[config.mk]
export PLATFORM = sky130hd
export DESIGN_NAME = turn_arbiter_flat
export DESIGN_NICKNAME = d
export VERILOG_FILES = /design/src/rtl/turn_arbiter_if.sv /design/src/rtl/turn_arbiter.sv /design/src/flat_wrapper.sv
export SDC_FILE = /design/constraint.sdc
export NUM_CORES = 1
export LEC_CHECK = 0
export ABC_AREA = 1
export ABC_CLOCK_PERIOD_IN_PS = 3400
export CORE_MARGIN = 2
export CORE_UTILIZATION = 50
export DETAILED_ROUTE_END_ITERATION = 16
export HOLD_SLACK_MARGIN = 0.12
export PLACE_DENSITY = 0.71
export SETUP_SLACK_MARGIN = 0.5
export SYNTH_ARGS = -nofsm -noshare
export SYNTH_HDL_FRONTEND = slang
export SYNTH_SLANG_ARGS = --single-unit
[constraint.sdc]
create_clock -name update -period 3.4 [get_ports update]
set_clock_uncertainty 0.15 [all_clocks]
set_input_delay 0.51 -clock update [delete_from_list [all_inputs] [get_ports update]]
set_output_delay 0.51 -clock update [all_outputs]
set_load 0.1 [all_outputs]
[src/rtl/turn_arbiter_if.sv]
`default_nettype none
// ============================================================================
// Module      : turn_arbiter_if
// Description : Control and status bundle between a match controller and the
//               two-player turn arbiter. The master side requests matches and
//               attacks; the slave side (the arbiter) reports game state.
// Revision    : 1.0 - initial release
// ============================================================================
interface turn_arbiter_if;
    logic       start;
    logic       fire;
    logic [5:0] damage;
    logic       atk_en;
    logic       atk_strike;
    logic       turn;
    logic [6:0] hp0;
    logic [6:0] hp1;
    logic [7:0] turn_cnt;
    logic       game_over;
    logic       winner;

    modport master (
        output start,
        output fire,
        output damage,
        input  atk_en,
        input  atk_strike,
        input  turn,
        input  hp0,
        input  hp1,
        input  turn_cnt,
        input  game_over,
        input  winner
    );

    modport slave (
        input  start,
        input  fire,
        input  damage,
        output atk_en,
        output atk_strike,
        output turn,
        output hp0,
        output hp1,
        output turn_cnt,
        output game_over,
        output winner
    );
endinterface
`default_nettype wire

[src/rtl/turn_arbiter.sv]
`default_nettype none
// ============================================================================
// Module      : turn_arbiter
// Description : Two-player turn-based combat arbiter. The active player aims,
//               fires a strike at the attack stage, the returned damage is
//               captured and subtracted (saturating) from the opponent's HP.
//               Idle players forfeit their turn after TIMEOUT aim cycles.
// Revision    : 1.0 - initial release
// ============================================================================
module turn_arbiter #(
    parameter int MAX_HP  = 100,
    parameter int TIMEOUT = 200
) (
    input  wire logic     update,
    input  wire logic     rst,
    turn_arbiter_if.slave bus
);

    typedef enum logic [2:0] {
        ST_IDLE   = 3'd0,
        ST_AIM    = 3'd1,
        ST_STRIKE = 3'd2,
        ST_SETTLE = 3'd3,
        ST_APPLY  = 3'd4,
        ST_OVER   = 3'd5
    } state_t;

    localparam logic [6:0] c_MAX_HP       = 7'(MAX_HP);
    localparam logic [7:0] c_TIMEOUT_LAST = 8'(TIMEOUT - 1);
    localparam logic [7:0] c_CNT_MAX      = 8'd255;

    state_t     r_state;
    logic [6:0] r_hp0;
    logic [6:0] r_hp1;
    logic       r_turn;
    logic [7:0] r_turn_cnt;
    logic [7:0] r_timer;
    logic [5:0] r_dmg;
    logic       r_atk_en;
    logic       r_atk_strike;
    logic       r_game_over;
    logic       r_winner;

    state_t     w_state;
    logic [6:0] w_hp0;
    logic [6:0] w_hp1;
    logic       w_turn;
    logic [7:0] w_turn_cnt;
    logic [7:0] w_timer;
    logic [5:0] w_dmg;
    logic       w_atk_en;
    logic       w_atk_strike;
    logic       w_game_over;
    logic       w_winner;

    logic [6:0] w_opp_hp;
    logic [6:0] w_dmg_ext;
    logic [6:0] w_opp_new;

    // The opponent is whoever is not on turn; damage saturates at zero HP.
    assign w_opp_hp  = r_turn ? r_hp0 : r_hp1;
    assign w_dmg_ext = {1'b0, r_dmg};
    assign w_opp_new = (w_opp_hp > w_dmg_ext) ? (w_opp_hp - w_dmg_ext) : 7'd0;

    // State and all datapath registers; reset aborts any turn in flight.
    always_ff @(posedge update or negedge rst) begin
        if (!rst) begin
            r_state      <= ST_IDLE;
            r_hp0        <= 7'd0;
            r_hp1        <= 7'd0;
            r_turn       <= 1'b0;
            r_turn_cnt   <= 8'd0;
            r_timer      <= 8'd0;
            r_dmg        <= 6'd0;
            r_atk_en     <= 1'b0;
            r_atk_strike <= 1'b0;
            r_game_over  <= 1'b0;
            r_winner     <= 1'b0;
        end else begin
            r_state      <= w_state;
            r_hp0        <= w_hp0;
            r_hp1        <= w_hp1;
            r_turn       <= w_turn;
            r_turn_cnt   <= w_turn_cnt;
            r_timer      <= w_timer;
            r_dmg        <= w_dmg;
            r_atk_en     <= w_atk_en;
            r_atk_strike <= w_atk_strike;
            r_game_over  <= w_game_over;
            r_winner     <= w_winner;
        end
    end

    // Next-state and next-register values; attack-stage controls are set
    // one cycle ahead so they are registered and aligned with STRIKE/SETTLE.
    always_comb begin
        w_state      = r_state;
        w_hp0        = r_hp0;
        w_hp1        = r_hp1;
        w_turn       = r_turn;
        w_turn_cnt   = r_turn_cnt;
        w_timer      = r_timer;
        w_dmg        = r_dmg;
        w_atk_en     = 1'b0;
        w_atk_strike = 1'b0;
        w_game_over  = r_game_over;
        w_winner     = r_winner;

        case (r_state)
            ST_IDLE, ST_OVER: begin
                if (bus.start) begin
                    w_hp0       = c_MAX_HP;
                    w_hp1       = c_MAX_HP;
                    w_turn      = 1'b0;
                    w_turn_cnt  = 8'd0;
                    w_timer     = 8'd0;
                    w_game_over = 1'b0;
                    w_state     = ST_AIM;
                end
            end

            ST_AIM: begin
                w_timer = r_timer + 8'd1;
                // Fire takes priority over a simultaneous timeout.
                if (bus.fire) begin
                    w_state      = ST_STRIKE;
                    w_atk_en     = 1'b1;
                    w_atk_strike = 1'b1;
                end else if (r_timer == c_TIMEOUT_LAST) begin
                    w_dmg   = 6'd0;
                    w_state = ST_APPLY;
                end
            end

            ST_STRIKE: begin
                w_atk_en = 1'b1;
                w_state  = ST_SETTLE;
            end

            ST_SETTLE: begin
                w_dmg   = bus.damage;
                w_state = ST_APPLY;
            end

            ST_APPLY: begin
                if (r_turn) begin
                    w_hp0 = w_opp_new;
                end else begin
                    w_hp1 = w_opp_new;
                end
                if (r_turn_cnt != c_CNT_MAX) begin
                    w_turn_cnt = r_turn_cnt + 8'd1;
                end
                if (w_opp_new == 7'd0) begin
                    w_game_over = 1'b1;
                    w_winner    = r_turn;
                    w_state     = ST_OVER;
                end else begin
                    w_turn  = ~r_turn;
                    w_timer = 8'd0;
                    w_state = ST_AIM;
                end
            end

            default: begin
                w_state = ST_IDLE;
            end
        endcase
    end

    assign bus.atk_en     = r_atk_en;
    assign bus.atk_strike = r_atk_strike;
    assign bus.turn       = r_turn;
    assign bus.hp0        = r_hp0;
    assign bus.hp1        = r_hp1;
    assign bus.turn_cnt   = r_turn_cnt;
    assign bus.game_over  = r_game_over;
    assign bus.winner     = r_winner;

endmodule
`default_nettype wire

[src/flat_wrapper.sv]
// flat-port wrapper written by rule: the top's interface ports become plain ports
module turn_arbiter_flat 
#(
    parameter int MAX_HP  = 100,
    parameter int TIMEOUT = 200
)
  (update, rst, bus_start, bus_fire, bus_damage, bus_atk_en, bus_atk_strike, bus_turn, bus_hp0, bus_hp1, bus_turn_cnt, bus_game_over, bus_winner);
  turn_arbiter_if bus_i ();
  input  wire logic update;
  input  wire logic rst;
  input wire logic [$bits(bus_i.start)-1:0] bus_start;
  input wire logic [$bits(bus_i.fire)-1:0] bus_fire;
  input wire logic [$bits(bus_i.damage)-1:0] bus_damage;
  output wire logic [$bits(bus_i.atk_en)-1:0] bus_atk_en;
  output wire logic [$bits(bus_i.atk_strike)-1:0] bus_atk_strike;
  output wire logic [$bits(bus_i.turn)-1:0] bus_turn;
  output wire logic [$bits(bus_i.hp0)-1:0] bus_hp0;
  output wire logic [$bits(bus_i.hp1)-1:0] bus_hp1;
  output wire logic [$bits(bus_i.turn_cnt)-1:0] bus_turn_cnt;
  output wire logic [$bits(bus_i.game_over)-1:0] bus_game_over;
  output wire logic [$bits(bus_i.winner)-1:0] bus_winner;
  assign bus_i.start = bus_start;
  assign bus_i.fire = bus_fire;
  assign bus_i.damage = bus_damage;
  assign bus_atk_en = bus_i.atk_en;
  assign bus_atk_strike = bus_i.atk_strike;
  assign bus_turn = bus_i.turn;
  assign bus_hp0 = bus_i.hp0;
  assign bus_hp1 = bus_i.hp1;
  assign bus_turn_cnt = bus_i.turn_cnt;
  assign bus_game_over = bus_i.game_over;
  assign bus_winner = bus_i.winner;
  turn_arbiter #(.MAX_HP(MAX_HP), .TIMEOUT(TIMEOUT)) u_core (.update(update), .rst(rst), .bus(bus_i));
endmodule
# --- After elaboration in Yosys (flattened, before gate mapping) ---
# Cells that the tools add are included.
word_totals:
  inputBits: 10
  rom_bits: 0
  wordCells: 75
  n_memories: 0
  latch_bits: 0
  regBits: 44
  out_inout_bits: 27
  ramBits: 0
classes:
  multipliers: 0
  addsub: 3
  n_div: 0
  reduce_logical: 15
  order_cmp: 1
  shift: 0
  n_eq_ne: 16
  n_bitwise: 1
  n_mux: 28
ops:
  columns: ["op", "n"]
  rows:
  - ["two-way mux 7 bit", 5]
  - ["one-hot mux 7 bit (2 select lines)", 2]
  - ["two-way mux 8 bit", 3]
  - ["one-hot mux 8 bit (3 select lines)", 1]
  - ["AND reduction 3 bit", 7]
  - ["adder 8 x 1 -> 8 bit, second input constant", 2]
  - ["one-hot mux 8 bit (2 select lines)", 1]
  - ["one-hot mux 3 bit (5 select lines)", 1]
  - ["two-way mux 3 bit", 4]
  - ["two-way mux 6 bit", 2]
  - ["one-hot mux 6 bit (2 select lines)", 1]
  - ["== test 8 bit, second input constant", 1]
  - ["inequality test 2 x 1 -> 1 bit, second input constant", 4]
  - ["inequality test 2 bit, second input constant", 4]
  - ["inequality test 8 bit, second input constant", 1]
  - ["greater-than comparator 7 x 6 -> 1 bit", 1]
  - ["zero test 7 bit", 1]
  - ["subtractor 7 x 6 -> 7 bit", 1]
  - ["== test 3 x 2 -> 1 bit, second input constant", 2]
  - ["== test 3 bit, second input constant", 2]
  - ["one-hot mux 1 bit (2 select lines)", 3]
  - ["two-way mux 1 bit", 5]
  - ["AND reduction 2 bit", 2]
  - ["nonzero test 2 bit", 2]
  - ["other kinds (6)", 6]

# --- Logic depth before layout (Yosys ltp) ---
logic_depth:
  word_depth: 6
  ltp_mapped: 18
  depth_no_buf: 18

# --- Least setup slack after synthesis ---
# Ideal clock, no wire load.
synth_path:
  path_kind: "reg-to-reg"
  from: "reg u_core.r_turn (netlist: u_core.bus.turn)"
  to: "reg u_core.r_winner (netlist: u_core.bus.winner)"
  path_stages_with_launch: 15
  setup_slack_ns: 0.148
  path_buffers: 1
  period_less_slack_ns: 3.252
  arrival_time_ns: 2.977
  required_time_ns: 3.125
  setup_ns: 0.125
  cell_sequence: "dfrtp_1 buf_1 mux2i_1 ha_1 fa_1 o21ai_1 nand3b_1 nand2_1 nand2_1 nand2_1 nor2_2 nor2_4 nand3_4 nand2_1 o21ai_1"
synth_between:
  elab_chain_len: 5
  word_cells_on_any_way: 6
  classes_between: "1 x add/sub; 1 x order compare; 2 x mux; 2 x reduce/logical"
synth_lines:
  columns: ["element", "line", "source"]
  rows:
  - ["start: declaration", "turn_arbiter.sv:35", "logic r_turn;"]
  - ["start signal: assignment", "turn_arbiter.sv:83", "r_turn <= w_turn;"]
  - ["two-way mux 7 bit", "turn_arbiter.sv:61", "assign w_opp_hp = r_turn ? r_hp0 : r_hp1;"]
  - ["subtractor 7 x 6 -> 7 bit or greater-than comparator 7 x 6 -> 1 bit (tied branches)", "turn_arbiter.sv:63", "assign w_opp_new = (w_opp_hp > w_dmg_ext) ? (w_opp_hp - w_dmg_ext) : 7'd0;"]
  - ["two-way mux 7 bit", "turn_arbiter.sv:63", null]
  - ["zero test 7 bit", "turn_arbiter.sv:154", "if (w_opp_new == 7'd0) begin"]
  - ["AND reduction 2 bit (no source line)", null, null]
  - ["end signal: assignment", "turn_arbiter.sv:90", "r_winner <= w_winner;"]
  - ["end: declaration", "turn_arbiter.sv:42", "logic r_winner;"]
# Parallel ways exist; a longest one is shown, timed or not.
# A chain may end at the register's enable or synchronous reset.

# --- Worst setup path in the final report ---
layout_path:
  from: "reg u_core.r_turn (netlist: u_core.bus.turn)"
  to: "reg u_core.r_timer[4]"
layout_between:
  elab_chain_len: 6
  word_cells_on_any_way: 7
  classes_between: "1 x add/sub; 1 x order compare; 1 x eq/ne; 2 x mux; 2 x reduce/logical"
layout_lines:
  columns: ["element", "line", "source"]
  rows:
  - ["two-way mux 7 bit (*)", "turn_arbiter.sv:61", null]
  - ["subtractor 7 x 6 -> 7 bit or greater-than comparator 7 x 6 -> 1 bit (tied branches)", "turn_arbiter.sv:63", null]
  - ["two-way mux 7 bit (*)", "turn_arbiter.sv:63", null]
  - ["zero test 7 bit (*)", "turn_arbiter.sv:154", null]
  - ["inequality test 2 bit (no source line) (*)", null, null]
  - ["AND reduction 3 bit (no source line) (*)", null, null]
  - ["end signal: assignment", "turn_arbiter.sv:85", "r_timer <= w_timer;"]
  - ["end: declaration", "turn_arbiter.sv:37", "logic [7:0] r_timer;"]
# Mark *: on every way between the ends. The rest lies on a longest branch, timed or not.

==> results.txt <==
cell mode on critical path -> nand2_1
first-pass GRT wire length -> 9890 um
Pre-Repair DR Iteration Count -> 4
RR Startpoint -> u_core.bus.turn
Yosys reg bits -> 44
final period utilization -> 0.787
count of cell types in the netlist -> 40
synthesis-to-layout area growth -> 20.1%
Compound-Gate Fraction of Synth Area -> 0.109
clk_lat worst skew -> 0.30 ns
combined area of the multi-input logic cells -> 0.00131 mm^2
Syn Area/Cell -> 7.73 um^2
synth warn -> 0
Worst Max-Slew Pin Slew -> 0.970 ns
busiest grt layer -> met2
Via density -> 5.12
drt drc -> 0
worst rel slew slack -> 0.352
CP max FO -> 8
main combinational cell family by area after synthesis -> simple AND/OR/NAND/NOR gates
delay-heaviest family, CP -> simple AND/OR/NAND/NOR gates
highest-count cells in the layout ignoring fill and taps -> nand2_1, inv_1, dfrtp_1, nand3_1
Synth Area in XOR/XNOR -> 0.00337
M2 GR Usage -> 0.340
Design Area, Final -> 0.00312 mm^2
register area -> 0.00111 mm^2
synthesized netlist cell count -> 336
worst path bufs/invs -> 1
CTS tree -> yes
Boundary Pins -> 37
number of synthesized flops with an enable pin -> 0
Synth Area in Adders -> 0.0607
clk sinks -> 44
Yosys top cell area share -> 0.424
Num CTS Buffers -> 5
placement-stage cell area -> 0.00299 mm^2
DR iter-0 viols -> 116
Period minus WS final -> 2.68 ns
Setup crit start -> u_core.bus.turn
Core ar. -> 0.00507 mm^2
commonest non-fill, non-tap cell in the layout -> nand2_1
slowest CP cell -> dfrtp_4
antenna viol nets, final -> 0
Routed wire per std cell -> 12.7 um
Placer Congestion -> 0.875
RSZ-0062 raised after global routing -> false
Worst Setup End Kind -> flip-flop
fmax -> 0.374 GHz
largest net degree at the start of global routing -> 45
nature of the critical path startpoint -> flip-flop
hpwl dp -> 4200 um
total gr overflow -> 0
num rows -> 26
top cell type by total area after synthesis -> dfrtp_1
H-Tree Depth -> 2
Filler cells -> 484
post-synthesis simple-gate area fraction -> 0.317
total number of vias -> 2301
HP Class -> in2async
Synth Cell Area -> 0.00260 mm^2
Final Hold Fails -> 0
Buffers on Ports -> 36
post-synthesis sequential area ratio -> 0.424
# diodes -> 0
initial antenna violation count -> 0
vias in the first global route -> 2202
mux share of post-synthesis cell area -> 0.00385
arrival time worst endpoint -> 2.77 ns
Worst EP required -> 3.49 ns
ys async rst share -> 1.00
post-synth net total -> 358
critical path class -> reg2reg
status -> finished clean
Area contributors post-synth -> dfrtp_1, nand2_1, inv_1
met3 track demand over resource -> 0.0367
die height -> 76.1 um
Max-Cap Viols -> 0
Worst-path clk slew -> 0.09 ns
TNS Setup -> 0 ns
Root Buffer Master -> clkbuf_8
Die X -> 76.1 um
area of the die -> 0.00579 mm^2
Post-synth top flop -> dfrtp_1
Initial Util -> 0.512
Final #Nets -> 400
CTS max path bufs -> 2
gr usage total -> 0.208
final setup violating endpoints -> 0
share of layout cells above drive strength 1 -> 0.182
Routed WL -> 5700 um
Slew Viols, Final -> 0
met1 usage -> 0.282
crit path cell chain -> buf_4, mux2i_1, ha_1, fa_2, o21ai_2, nand3b_1, nand2_1, nand2_1, nand2_1, nor2_2, nor2_4, nand3_4, nand2_4, nand2_1, nand2_1
slowest stage delay, CP -> 0.53 ns
==> synthesized netlist by cell type, drive strengths merged (2+ instances only) <==
master	count
a31oi	3
nand4	3
a21oi	9
ha	11
nand3	31
nor3	7
dfrtp	44
inv	52
o21ai	30
or2	4
nor2	25
nand2	97
a31o	2
buf	2
nand3b	3
==> per-layer routing <==
layer  part of all wire  vias up
met5                  0        -
met4              0.018        0
met3              0.041        9
met2               0.46       52
met1               0.48     1071
li1                   -     1169
==> registers in the layout, indices dropped and copies added (netlist names) <==
signal	cells
u_core.bus.atk_strike	1
u_core.bus.winner	1
u_core.bus.turn_cnt	8
u_core.bus.hp1	7
u_core.bus.hp0	7
u_core.r_dmg	6
u_core.r_timer	8
u_core.bus.turn	1
u_core.bus.game_over	1
u_core.r_state	3
u_core.bus.atk_en	1
==> kinds of logic (layout without fill, tap and decap cells) <==
group / count (synthesis) / count (layout)
buf+inv: 56 / 99
fa+ha+maj: 12 / 12
xor+xnor: 1 / 1
compound gates: 50 / 50
mux: 1 / 1
simple gates: 172 / 172
flops: 44 / 44
==> through the flow <==
stage | std cells | setup WS (ns) | hold WS (ns) | utilization
4_1_cts | 447 | 0.583 | 0.251 | 0.608
3_3_place_gp | 439 | 0.629 | 0.304 | 0.589
3_5_place_dp | 439 | 0.587 | 0.310 | 0.589
6_report | 449 | 0.725 | 0.206 | 0.615
2_1_floorplan | 336 | 0.508 | 0.0644 | -
5_1_grt | 449 | 0.520 | 0.304 | 0.615
==> final timing paths <==
check	to	slack (ns)	cells after the start
min in group update	u_core.r_timer[3]	0.33	2
setup / recovery	u_core.r_timer[4]	0.72	15
hold reg to reg	u_core.r_timer[3]	0.33	2
max in group asynchronous	u_core.bus.turn	2.20	1
setup reg to reg	u_core.r_timer[4]	0.72	15
hold / removal	u_core.r_dmg[3]	0.21	1
==> area by class of cell <==
class,count,area share
inverters,53,0.0642
clock buffers,6,0.0265
clock inverters,2,0.00481
flip-flops and latches,44,0.355
multi-input cells,236,0.418
repair buffers,38,0.103
well taps,70,0.0281
==> repair_timing <==
item	in CTS	in global routing
hold buffers	0	0
gates resized for setup	0	7
endpoints found under the hold margin	0	0
setup buffers	0	2
endpoints found under the setup margin	0	12
Power is left out: the tool's default activity adds up to more than one toggle a clock period on the data nets, which glitch-free logic cannot reach.
